## config.mk

```make
export PLATFORM = sky130hd
export DESIGN_NAME = seg7_mux
export DESIGN_NICKNAME = d
export VERILOG_FILES = /design/src/rtl/seg7_pkg.sv /design/src/rtl/seg7_hex_font.sv /design/src/rtl/seg7_mux.sv
export SDC_FILE = /design/constraint.sdc
export NUM_CORES = 1
export LEC_CHECK = 0
export CORE_AREA = 2 2 95 97
export CTS_CLUSTER_DIAMETER = 120
export DETAILED_ROUTE_END_ITERATION = 16
export DIE_AREA = 0 0 97 99
export GPL_ROUTABILITY_DRIVEN = 0
export SKIP_CTS_REPAIR_TIMING = 1
export SYNTH_ARGS = -nofsm -noshare
export SYNTH_HDL_FRONTEND = slang
export SYNTH_SLANG_ARGS = --single-unit
```

## constraint.sdc

```tcl
create_clock -name clk -period 7.8 [get_ports clk]
set_input_delay 1.56 -clock clk [delete_from_list [all_inputs] [get_ports clk]]
set_output_delay 1.56 -clock clk [all_outputs]
set_load 0.02 [all_outputs]
```

## src/rtl/seg7_pkg.sv

```systemverilog
// seg7_pkg -- shared constants for the seven-segment display slice.
//   NIBBLE_W : width of one hex digit
//   SEG_W    : number of segment lines a..g
//   FONT     : hex-to-segment table, entry n drives digit n (bit0 = a .. bit6 = g)
package seg7_pkg;

    localparam int NIBBLE_W = 4;
    localparam int SEG_W    = 7;

    // Listed from entry 15 down to entry 0.
    localparam logic [15:0][SEG_W-1:0] FONT = {
        7'h71, 7'h79, 7'h5E, 7'h39, 7'h7C, 7'h77, 7'h6F, 7'h7F,
        7'h07, 7'h7D, 7'h6D, 7'h66, 7'h4F, 7'h5B, 7'h06, 7'h3F
    };

endpackage

```

## src/rtl/seg7_hex_font.sv

```systemverilog
// seg7_hex_font -- combinational hex nibble to seven-segment pattern.
//   nibble : input  [3:0] hex digit
//   seg    : output [6:0] segment pattern, active-high, bit0 = a
module seg7_hex_font
    import seg7_pkg::*;
(
    input  logic [NIBBLE_W-1:0] nibble,
    output logic [SEG_W-1:0]    seg
);

    assign seg = FONT[nibble];

endmodule

```

## src/rtl/seg7_mux.sv

```systemverilog
// seg7_mux -- time-multiplexed driver for a common-anode/cathode hex display.
// Each digit owns a slot of SCAN_DIV clocks; the first DEAD_CYCLES of a slot
// are blanked to stop ghosting. New data is staged by load and only copied to
// the displayed (shadow) register at a frame boundary, so a frame never tears.
// Optional: define SEG7_MUX_LZB_EN for leading-zero blanking.
//   clk, rst   : clock (rising edge), asynchronous active-high reset
//   value, dp  : hex nibbles and decimal points, digit 0 least significant
//   load       : one-cycle capture strobe for value/dp
//   pending    : staged data waiting for the next frame boundary
//   seg,dp_out : segment drives, active-high (registered)
//   com        : digit commons, active level set by COM_ACTIVE_LOW (registered)
//   frame_tick : one-cycle pulse as digit 0 starts a new frame
module seg7_mux
    import seg7_pkg::*;
#(
    parameter int NUM_DIGITS     = 4,
    parameter int SCAN_DIV       = 27000,
    parameter int DEAD_CYCLES    = 16,
    parameter int COM_ACTIVE_LOW = 1
) (
    input  logic                           clk,
    input  logic                           rst,
    input  logic [NIBBLE_W*NUM_DIGITS-1:0] value,
    input  logic [NUM_DIGITS-1:0]          dp,
    input  logic                           load,
    output logic                           pending,
    output logic [SEG_W-1:0]               seg,
    output logic                           dp_out,
    output logic [NUM_DIGITS-1:0]          com,
    output logic                           frame_tick
);

    localparam int   PRE_W  = $clog2(SCAN_DIV);
    localparam int   IDX_W  = (NUM_DIGITS > 1) ? $clog2(NUM_DIGITS) : 1;
    localparam logic COM_ON = (COM_ACTIVE_LOW != 0) ? 1'b0 : 1'b1;

    logic [PRE_W-1:0]                    pre, pre_nxt;
    logic [IDX_W-1:0]                    idx, idx_nxt;
    logic [NUM_DIGITS-1:0][NIBBLE_W-1:0] stage_val, shadow_val, shadow_val_nxt;
    logic [NUM_DIGITS-1:0]               stage_dp, shadow_dp, shadow_dp_nxt;
    logic                                pre_wrap, frame_wrap, slot_on, blank_digit, dp_sel;
    logic [NIBBLE_W-1:0]                 nib_sel;
    logic [SEG_W-1:0]                    font_seg;
    logic [NUM_DIGITS-1:0]               com_nxt;
`ifdef SEG7_MUX_LZB_EN
    logic [IDX_W-1:0]                    msd;
`endif

    // Outputs are registered from the *next* scan position and shadow contents,
    // so what appears on the pins always matches the current prescaler/index.
    always_comb begin
        // NOTE: every signal gets a default first so no path leaves it unassigned
        // (an unassigned path in combinational logic infers a latch).
        pre_wrap   = (pre == PRE_W'(SCAN_DIV - 1));
        frame_wrap = pre_wrap && (idx == IDX_W'(NUM_DIGITS - 1));
        pre_nxt    = pre_wrap ? '0 : pre + 1'b1;
        idx_nxt    = idx;
        if (pre_wrap)
            idx_nxt = (idx == IDX_W'(NUM_DIGITS - 1)) ? '0 : idx + 1'b1;

        shadow_val_nxt = (frame_wrap && pending) ? stage_val : shadow_val;
        shadow_dp_nxt  = (frame_wrap && pending) ? stage_dp  : shadow_dp;

        slot_on = (pre_nxt >= PRE_W'(DEAD_CYCLES));
        nib_sel = '0;
        dp_sel  = 1'b0;
        com_nxt = {NUM_DIGITS{~COM_ON}};
        for (int i = 0; i < NUM_DIGITS; i++) begin
            if (idx_nxt == IDX_W'(i)) begin
                nib_sel = shadow_val_nxt[i];
                dp_sel  = shadow_dp_nxt[i];
                if (slot_on)
                    com_nxt[i] = COM_ON;
            end
        end

`ifdef SEG7_MUX_LZB_EN
        // Highest nonzero digit; stays 0 for an all-zero value so digit 0 always shows.
        msd = '0;
        for (int i = 1; i < NUM_DIGITS; i++)
            if (shadow_val_nxt[i] != '0)
                msd = IDX_W'(i);
        blank_digit = (idx_nxt > msd);
`else
        blank_digit = 1'b0;
`endif
    end

    seg7_hex_font u_font (
        .nibble (nib_sel),
        .seg    (font_seg)
    );

    // NOTE: staging and shadow are plain flops rather than a RAM, so they take the
    // reset like any other state and a held load during reset is simply lost.
    always_ff @(posedge clk or posedge rst) begin
        if (rst) begin
            pre        <= '0;
            idx        <= '0;
            stage_val  <= '0;
            stage_dp   <= '0;
            shadow_val <= '0;
            shadow_dp  <= '0;
            pending    <= 1'b0;
            frame_tick <= 1'b0;
            seg        <= '0;
            dp_out     <= 1'b0;
            com        <= {NUM_DIGITS{~COM_ON}};
        end else begin
            // NOTE: non-blocking assignments so every flop samples pre-edge values.
            pre        <= pre_nxt;
            idx        <= idx_nxt;
            shadow_val <= shadow_val_nxt;
            shadow_dp  <= shadow_dp_nxt;
            frame_tick <= frame_wrap;
            // A load on the wrap edge wins: shadow takes the old staging, the
            // new data waits one more frame with pending still set.
            if (load) begin
                stage_val <= value;
                stage_dp  <= dp;
                pending   <= 1'b1;
            end else if (frame_wrap) begin
                pending   <= 1'b0;
            end
            seg    <= (slot_on && !blank_digit) ? font_seg : '0;
            dp_out <= slot_on && dp_sel;
            com    <= com_nxt;
        end
    end

endmodule

```

==> summary.md, run 1 <==
| Metric | Value |
|---|---|
| Min-delay src | shadow_dp[2] |
| Reg2reg start | idx[0] |
| Hold Slack | around 500 ps |
| Top-count cell post-synth | dfrtp_1 |
| Synth Warn # | 0 |
| Slowest stage delay, CP | 860 ps |
| Sequential share of the synthesized area | 0.5026 |
| RSZ-0062 raised after global routing | no |
| Worst Setup SP | idx[0] |
| Post-Syn Nets | between 300 and 400 |
| Clock Latency Late Sink | 350 ps |
| Endpoints failing hold | 0 |
| Layout Nets | 358 |
| Largest net degree at the start of global routing | 72 |
| Fin. max-slew vios | 0 |
| Leading area contributor after synthesis | dfrtp_1 |
| Inserted Clock Buffers | 9 |
| ANT nets after route | 0 |
| Commonest cells post-synth | dfrtp_1, mux2_2, nor2_1 |
| Initial Utilization | 0.4145 |
| WS Path Type | reg2reg |
| WL/cell | between 15 and 20 µm |
| Slew headroom | 0.2985 |
| Status | complete, no violations |
| Mapped Avg Cell Area | ~12 µm² |
| Post-synth EDFFs | 0 |
| Number of port buffers | 36 |
| Final period util | 0.5685 |
| FP Rows | 34 |
| Syn Std Cell Area | 0.003545 mm² |
| Die area | 0.009603 mm² |
| Pre-antenna DRT Iters | 4 |
| First-pass GRT wire length | 12190 µm |
| Clk buf depth | 2 |
| Worst Path Required | 8020 ps |
| DP HPWL | 4939 µm |
| Overflow after GRT | 0 |
| DRC violations left | 0 |
| Synth top area share | 0.4730 |
| Peak Freq | about 0.23 GHz |
| Lkg Pwr | 1.825 nW |
| FFs w/ async S/R, synth | 1.000 |
| Syn Inst Count | between 200 and 300 |
| Final worst path period need | 4435 ps |
| Vias in the first global route | 2484 |
| Detailed Route Iter0 Violations | 128 |
| Clk sinks | 71 |
| Hold crit path type | reg2reg |
| FILL cells | 789 |
| Crit path arrival time | ~4700 ps |
| ANT cells | 0 |
| Slowest CP cell | nand4_1 |
| Worst-margin pin slew | 1049 ps |
| Max FO, Critical Path | 20 |
| Worst path cell trace | ha_1, nor4bb_1, nand4_1, mux2_2, mux2_2, mux2i_1, ha_1, a21oi_1, and3_1, o41ai_1, o21ai_0 |
| Synth top area cells | dfrtp_1, mux2_2, mux2i_1 |
| Core Area | 0.008551 mm² |
| Worst setup SP type | flop |
| DR vias | 2397 |
| Synth Register Bits | 71 |
| DIE WIDTH | 97 µm |
| Setup TNS Final | 0 ps |
| CTS tree | yes |
| Vias per std cell | 5.448 |
| Final Setup Violations | 0 |
| Count of cell types in the netlist | 54 |
| Total Wirelength | roughly 7000 µm |
| Area grow syn2layout | 17.05% |
| Clock slew at the register clock pins of the worst setup and hold paths | 80 ps |
| Initial antenna violation count | 0 |
| IO Count | 37 |
| Clk root buf | clkbuf_8 |
| Die Y | 99 µm |
| GRT Total Usage | 0.1567 |
| Power Density | 164.0 mW/mm² |
| H-Tree Depth | 3 |
| Peak supply drop | 0.09050 mV |
| Main synth FF type | dfrtp_1 |
| Layout cells sized above 1 | 0.2410 |
| Max-capacitance violation count | 0 |
| Clock Skew | 8.121 ps |
| CP Capture Type | flop |
## worst max-delay path, delay by kind of cell (launching register included)
family          cells  cell delay [ps]
compound gates      3              520
simple gates        3             1380
fa+ha+maj           2              600
mux                 3             1330
flops               1              460
## registers in the layout, summed over array words and instances, names as in the netlist
| name | count |
|---|---|
| shadow_val | 16 |
| stage_val | 16 |
| pre | 15 |
| seg | 7 |
| com | 4 |
| shadow_dp | 4 |
| stage_dp | 4 |
| idx | 2 |
| dp_out | 1 |
| frame_tick | 1 |
| pending | 1 |
## per-layer routing
layer	up-vias	track usage	share of wire
li1	1140	-	-
met1	1203	0.2059	0.47
met2	44	0.2500	0.47
met3	10	0.03759	0.036
met4	0	0.06609	0.022
met5	-	0	0
## cell families after synthesis
| kind of cell | Yosys count | share of synthesized area |
|---|---|---|
| AOI/OAI and AO/OA | 37 | 0.08648 |
| xor gates and xnor gates | 14 | 0.03459 |
| adders and majority gates | 8 | 0.02824 |
| buffers and inverters | 22 | 0.03035 |
| DFF | 71 | 0.5026 |
| muxes | 62 | 0.1973 |
| and+or+nand+nor | 78 | 0.1204 |
## layout by cell type (no fill, tap or decap), types with 5 or more instances in the layout
cell	synthesis	final
dfrtp_1	67	67
mux2_2	47	47
clkdlybuf4s50_1	0	36
nor2_1	21	21
mux2i_1	12	12
nand2_1	10	10
clkbuf_8	0	10
nand3_1	9	9
xnor2_1	8	8
ha_1	8	8
inv_1	8	7
nand4_1	6	6
xor2_1	6	6
and3_1	5	5
nor3_1	5	5
o21ai_0	5	5
## area by class of cell
class	instances	area [µm²]	share of cell area
Sequential cell	71	1782	0.4294
Clock inverter	5	33.78	0.008142
Inverter	9	33.78	0.008142
Tap cell	108	135.1	0.03257
Multi-Input combinational cell	199	1655	0.3990
Timing Repair Buffer	37	367.9	0.08866
Clock buffer	11	141.4	0.03408
## through the flow
| stage | cells | total power [mW] | setup slack (ps) | util | area [µm²] |
|---|---|---|---|---|---|
| floorplan | 292 | 0.4082 | 4450 | - | 3545 |
| global placement | 424 | 0.4258 | 3577 | 0.4647 | 3974 |
| detailed placement | 424 | 0.4271 | 3380 | 0.4647 | 3974 |
| CTS | 440 | 0.6895 | 3327 | 0.4852 | 4149 |
| global route | 440 | 0.7139 | 3016 | 0.4852 | 4149 |
| finish | 440 | 0.6803 | 3365 | 0.4852 | 4149 |
## report_power, final
part | switching (mW) | internal (mW)
logic | 0.0129 | 0.0198
registers | 0.00724 | 0.378
clock network | 0.138 | 0.123
total | 0.159 | 0.522
## path summary, 6_finish.rpt
check	depth (start not counted)	slack (ps)	end
max reg2reg	11	3370	seg[0]
min reg2reg	1	490	shadow_dp[2]
min in group asynchronous	3	1800	stage_val[11]
max	11	3370	seg[0]
max in group asynchronous	3	5430	pre[11]
min	1	490	shadow_dp[2]
(Power assumes the default switching activity.)
==> run 2, diff against run 1 <==
Clock period 7.8 ns to 4.2 ns, I/O delays scaled along.
==> run 2 against run 1 <==
Compared with the run above: clock power increased by 91%; core utilization increased by 0.26 points; global-route usage decreased by 0.39 points; hold slack improved by 3.1 ps; clock skew increased by 2.4 ps; die area unchanged; critical path depth increased by 2; maximum frequency increased by 20%; setup slack got worse by 2900 ps.
==> summary.md, run 2 (synthesized netlist as in run 1, its figures left out) <==
| Metric | Value |
|---|---|
| Max-capacitance violation count | 0 (unchanged) |
| Clock Skew | 10.52 ps (+2.399 ps) |
| Layout cells sized above 1 | 0.2485 (+0.007539) |
| DIE WIDTH | 97 µm (unchanged) |
| Worst-margin pin slew | 893.8 ps (-155.3 ps) |
| CTS tree | yes |
| Overflow after GRT | 0 (unchanged) |
| Peak supply drop | 0.1688 mV (+87%) |
| Hold Slack | 497.9 ps (+3.099 ps) |
| GRT Total Usage | 0.1528 (-0.003889) |
| Slew headroom | 0.4023 (+0.1037) |
| Slowest CP cell | and4_4 |
| Worst setup SP type | flop |
| Pre-antenna DRT Iters | 4 (unchanged) |
| Slowest stage delay, CP | 440 ps (-420 ps) |
| Setup TNS Final | 0 ps (unchanged) |
| RSZ-0062 raised after global routing | no |
| Final worst path period need | 3707 ps (-727.7 ps) |
| Worst Path Required | 4430 ps (-3590 ps) |
| Max FO, Critical Path | 20 (unchanged) |
| Reg2reg start | pre[0] |
| Area grow syn2layout | 17.68% |
| First-pass GRT wire length | 11570 µm (-5.1%) |
| Core Area | 0.008551 mm² (unchanged) |
| Clock Latency Late Sink | 350 ps (about the same) |
| Number of port buffers | 36 (unchanged) |
| Buf/Inv on CP | 2 (+2) |
| Worst Reg-to-Reg Cells | 13 (+2) |
| Layout Nets | 360 (+0.56%) |
| FP Rows | 34 (unchanged) |
| Inserted Clock Buffers | 9 (unchanged) |
| Multi-input gate area | 0.001655 mm² (unchanged) |
| DRC violations left | 0 (unchanged) |
| Endpoints failing hold | 0 (unchanged) |
| Vias per std cell | 5.351 (-1.8%) |
| Status | complete, no violations |
| Peak Freq | 0.2698 GHz (+20%) |
| Lkg Pwr | 1.833 nW (+0.43%) |
| Worst path cell trace | ha_1, and4_1, and4_4, mux2i_4, inv_2, mux2_2, mux2_2, inv_1, ha_1, a21oi_1, and3_1, o41ai_1, o21ai_0 |
| Detailed Route Iter0 Violations | 101 (-21%) |
| Place WS | 520.0 ps (-2860 ps) |
| Largest net degree at the start of global routing | 72 (unchanged) |
| Hold path depth | 1 (unchanged) |
| Crit path arrival time | 3930 ps (-720 ps) |
| FILL cells | 791 (+0.25%) |
| Met2 WL post-DR | 3148 µm (-4.8%) |
| FF+latch area | 0.001782 mm² (unchanged) |
| Biggest regs | shadow_val (16), stage_val (16), pre (15) |
| Hold EP | shadow_val[8] |
| Post-route core utilization | 0.4879 (+0.002634) |
| Clk sinks | 71 (unchanged) |
| Top delay family on crit path | multiplexers |
| ANT cells | 0 (unchanged) |
| Reg-to-Reg End | seg[0] |
| Initial Utilization | 0.4145 (unchanged) |
| Initial antenna violation count | 0 (unchanged) |
| CP Capture Type | flop |
| Routed wl met3 | 221 µm (-12%) |
| WS Path Type | reg2reg |
| Fin. max-slew vios | 0 (unchanged) |
| Max layer used | met4 |
| DP HPWL | 4778 µm (-3.3%) |
| Final period util | 0.8826 (+0.3141) |
| Clk root buf | clkbuf_8 |
| H-Tree Depth | 3 (unchanged) |
| IO Count | 37 (unchanged) |
| Die Y | 99 µm (unchanged) |
| ANT nets after route | 0 (unchanged) |
| Clk buf depth | 2 (unchanged) |
| Final Setup Violations | 0 (unchanged) |
| Most common cell after layout, fill and taps aside | dfrtp_1 |
| Worst setup margin | 493.1 ps (-2872 ps) |
| WL/cell | 15.28 µm (-4.5%) |
| Clock slew at the register clock pins of the worst setup and hold paths | 80 ps (about the same) |
| DR vias | 2365 (-1.3%) |
| WL met1 | 3236 µm (-2.7%) |
| Hold crit path type | reg2reg |
| Vias in the first global route | 2356 (-5.2%) |
| Design area | 0.004172 mm² (+0.54%) |
| Min-delay src | shadow_val[8] |
| Commonest cells after routing, fill and taps aside | dfrtp_1, mux2_2, clkdlybuf4s50_1, nor2_1, mux2i_1 |
| Placed inst area | 0.003989 mm² (+0.38%) |
| Total Wirelength | 6752 µm (-4.1%) |
| Die area | 0.009603 mm² (unchanged) |
| Power Density | 305.9 mW/mm² (+87%) |
| R2R Setup Slk | 490 ps (-2870 ps) |
run 2: changes by cell type in the layout (fill, tap and decap cells not counted), sizes merged:
cell and delta:
buf +2, clkbuf -1, clkinv -1, clkinvlp +1
inv +1
run 2: worst max-delay path by stage:
stage,startpoint,endpoint,cells past startpoint
after detailed placement,pre[0],seg[0],13
after floorplan,pre[0],seg[0],12
after global placement,pre[0],seg[0],13
after global routing,pre[0],seg[0],13
final,pre[0],seg[0],13
after CTS,pre[0],seg[0],13
run 2: layout make-up:
type,count,share of cell area
timing repair buffer,39,0.09178
clock inverter,6,0.01080
inverter,9,0.008098
tap,108,0.03239
sequential,71,0.4271
multi-input combinational,199,0.3968
clock buffer,10,0.03299
run 2: metrics by stage:
stage | power [mW] | std cells
5_1_grt | 1.332 | 442
3_3_place_gp | 0.7892 | 426
4_1_cts | 1.296 | 442
2_1_floorplan | 0.7581 | 292
6_report | 1.276 | 442
3_5_place_dp | 0.7913 | 426
run 2: routing by layer:
| layer | vias to the layer above | track usage |
|---|---|---|
| met5 | - | 0 |
| li1 | 1155 | - |
| met2 | 40 | 0.2415 |
| met4 | 0 | 0.07801 |
| met1 | 1158 | 0.2001 |
| met3 | 12 | 0.03191 |
run 2: power breakdown:
part	switching, mW	total (mW)	internal, mW	leakage [nW]
clock	0.269	0.501	0.232	0.0849
sequential	0.0122	0.715	0.703	0.882
combinational	0.0237	0.0604	0.0366	0.867
==> edit (settings of run 2) <==
Set the parameter `NUM_DIGITS` to 2 (it was 4).
--- a/src/rtl/seg7_mux.sv
+++ b/src/rtl/seg7_mux.sv
@@ -13,7 +13,7 @@
 module seg7_mux
     import seg7_pkg::*;
 #(
-    parameter int NUM_DIGITS     = 4,
+    parameter int NUM_DIGITS     = 2,
     parameter int SCAN_DIV       = 27000,
     parameter int DEAD_CYCLES    = 16,
     parameter int COM_ACTIVE_LOW = 1
Ports: changed (resized com, dp and value); port bits go from 37 to 25. No check against the original RTL was run, so the function may have changed too.
==> edit against run 2 <==
First-iteration DRC count shrank 30%. Routed wire length is 38% lower. Setup slack improved by 0.31 ns. Power fell by 29%. Design area fell by 32%. Synthesized area down 34%. Count of clock-buffer cells in the layout down 5. Sequential cell count decreased by 23. Largest cell class unchanged. Largest power group unchanged.
==> edit: results (changes against run 2) <==
Placement
  • IO buf count: 24 (was 36)
  • Detailed placement HPWL: 2.985 mm (was 4.778 mm)

Layout
  • Diodes inserted: 0 (unchanged)
  • NumNets Final: 245 (was 360)
  • Fraction of layout cells with a size suffix above 1: 0.2000 (was 0.2485)
  • Top Registers: pre x15, shadow_val x8, stage_val x8 (was shadow_val x16, stage_val x16, pre x15)

Detailed routing
  • Metal1 wirelength: 2.155 mm (was 3.236 mm)
  • Top routing layer used: met4 (unchanged)
  • Met2 wire len: 1.829 mm (was 3.148 mm)
  • WL met3: 149 µm (was 221 µm)
  • Drt wl/cell: 12.60 µm (was 15.28 µm)
  • Via density: 4.471 (was 5.351)
  • DR iter-0 viols: 71 (was 101)

Synth
  • Synth cell types: 41 (was 54)
  • Ranking of synthesized cells by area: dfrtp_1 49%, mux2_2 10%, ha_1 4.3%, mux2i_1 3.4%, nor2_1 2.9% (was dfrtp_1 47%, mux2_2 15%, mux2i_1 3.4%, dfstp_2 3.0%, ha_1 2.8%)
  • Most instantiated cells after synthesis: 46 x dfrtp_1, 21 x mux2_2, 18 x nor2_1, 14 x nand2_1, 10 x inv_1 (was 67 x dfrtp_1, 47 x mux2_2, 21 x nor2_1, 12 x mux2i_1, 10 x nand2_1)
  • Post-Syn Nets: 221 (was 323)

Worst setup path
  • Arr. time, crit path: 3.59 ns (was 3.93 ns)
  • Crit Path Max Fanout: 12 (was 20)

Clock tree
  • CTS Root Cell: clkbuf_8 (unchanged)
  • Worst-Skew Late Latency: 0.30 ns (was 0.35 ns)
  • H-tree lvl count: 2 (was 3)
  • Num CTS Buffers: 5 (was 9)

GRT
  • Vias in the first global route: 1524 (was 2356)
  • Pin count of the biggest net entering global routing: 49 (was 72)
  • First-pass GRT wire length: 7.389 mm (was 11.57 mm)
  • Grt met1 use: 0.1371 (was 0.2001)
  • Met2 GRT Util: 0.1394 (was 0.2415)
  • Total track usage: 0.09580 (was 0.1528)

STA
  • Clock Skew: 0.01085 ns (was 0.01052 ns)
  • Worst-Margin Slew: 0.9893 ns (was 0.8938 ns)

Outcome
  • Status: complete, no violations (unchanged)

Pwr
  • Leak: 1.206 nW (was 1.833 nW)
  • Max rail drop VDD: 190.7 µV (was 168.8 µV)
==> edit: cell types whose count changed in the layout (fill, tap and decap cells not counted), moves of 5 or more <==
cell                    run 2  this run
mux2_2                     47        21
clkbuf_8                   10         5
nand4_1                     6         0
dfrtp_1                    67        46
clkdlybuf4s50_1            36        24
==> edit: cell type report <==
| cell class | instances | area [µm²] |
|---|---|---|
| Clock buffer | 5 | 68.82 |
| Clock inverter | 3 | 68.82 |
| Fill cell | 860 | 5734 |
| Inverter | 10 | 37.54 |
| Multi-Input combinational cell | 134 | 1055 |
| Sequential cell | 48 | 1204 |
| Tap cell | 108 | 135.1 |
| Timing Repair Buffer | 25 | 247.7 |
==> edit: metrics by stage <==
| step | instances | util | instance area (µm²) | power (mW) | worst slack [ns] |
|---|---|---|---|---|---|
| final | 333 | 0.3294 | 2816 | 0.9105 | 0.8042 |
| after global routing | 333 | 0.3294 | 2816 | 0.9493 | 0.2923 |
| after CTS | 333 | 0.3294 | 2816 | 0.9287 | 0.7572 |
| after detailed placement | 325 | 0.3133 | 2679 | 0.5218 | 0.7717 |
| after global placement | 325 | 0.3133 | 2679 | 0.5211 | 0.9313 |
| after floorplan | 200 | - | 2345 | 0.5035 | 0.9666 |
==> edit: report_power, final <==
part	internal [mW]	switching, mW	leakage (nW)
Clock	0.240	0.160	0.0687
Combinational	0.0192	0.0138	0.548
Sequential	0.471	0.00628	0.590
Total	0.730	0.180	1.21
==> edit: critical path, stage by stage, from the launching register on <==
cell and delay (ns):
dfrtp_1 0.41, ha_1 0.25, nor4b_1 0.15, and3_1 0.17, ha_1 0.21, nand2_1 0.41
mux2i_1 0.24, inv_1 0.06, o21ai_0 0.42, inv_1 0.20, ha_1 0.25, mux2_2 0.26
a221oi_1 0.25
==> edit: logic make-up (layout without fill, tap and decap cells) <==
group / after synthesis / count (layout) / synth area share
buffers and inverters: 18 / 43 / 0.03682
AND/OR/NAND/NOR: 62 / 62 / 0.1403
adder cells (fa/ha/maj): 8 / 8 / 0.04269
AO/OA/AOI/OAI: 20 / 20 / 0.06404
multiplexers: 31 / 31 / 0.1542
XOR/XNOR: 13 / 13 / 0.04856
flip-flops: 48 / 48 / 0.5133
==> edit: path summary, 6_finish.rpt <==
path                             startpoint                 endpoint  slack (ns)  depth (start not counted)
setup / recovery           pre[0]$_DFF_PP0_         seg[6]$_DFF_PP0_        0.80                         12
hold / removal             pre[0]$_DFF_PP0_         pre[0]$_DFF_PP0_        0.48                          1
setup reg to reg           pre[0]$_DFF_PP0_         seg[6]$_DFF_PP0_        0.80                         12
hold reg to reg            pre[0]$_DFF_PP0_         pre[0]$_DFF_PP0_        0.48                          1
max in group asynchronous               rst  stage_dp[1]$_DFFE_PP0P_        2.50                          2
min in group asynchronous               rst         pre[5]$_DFF_PP0_        1.08                          2
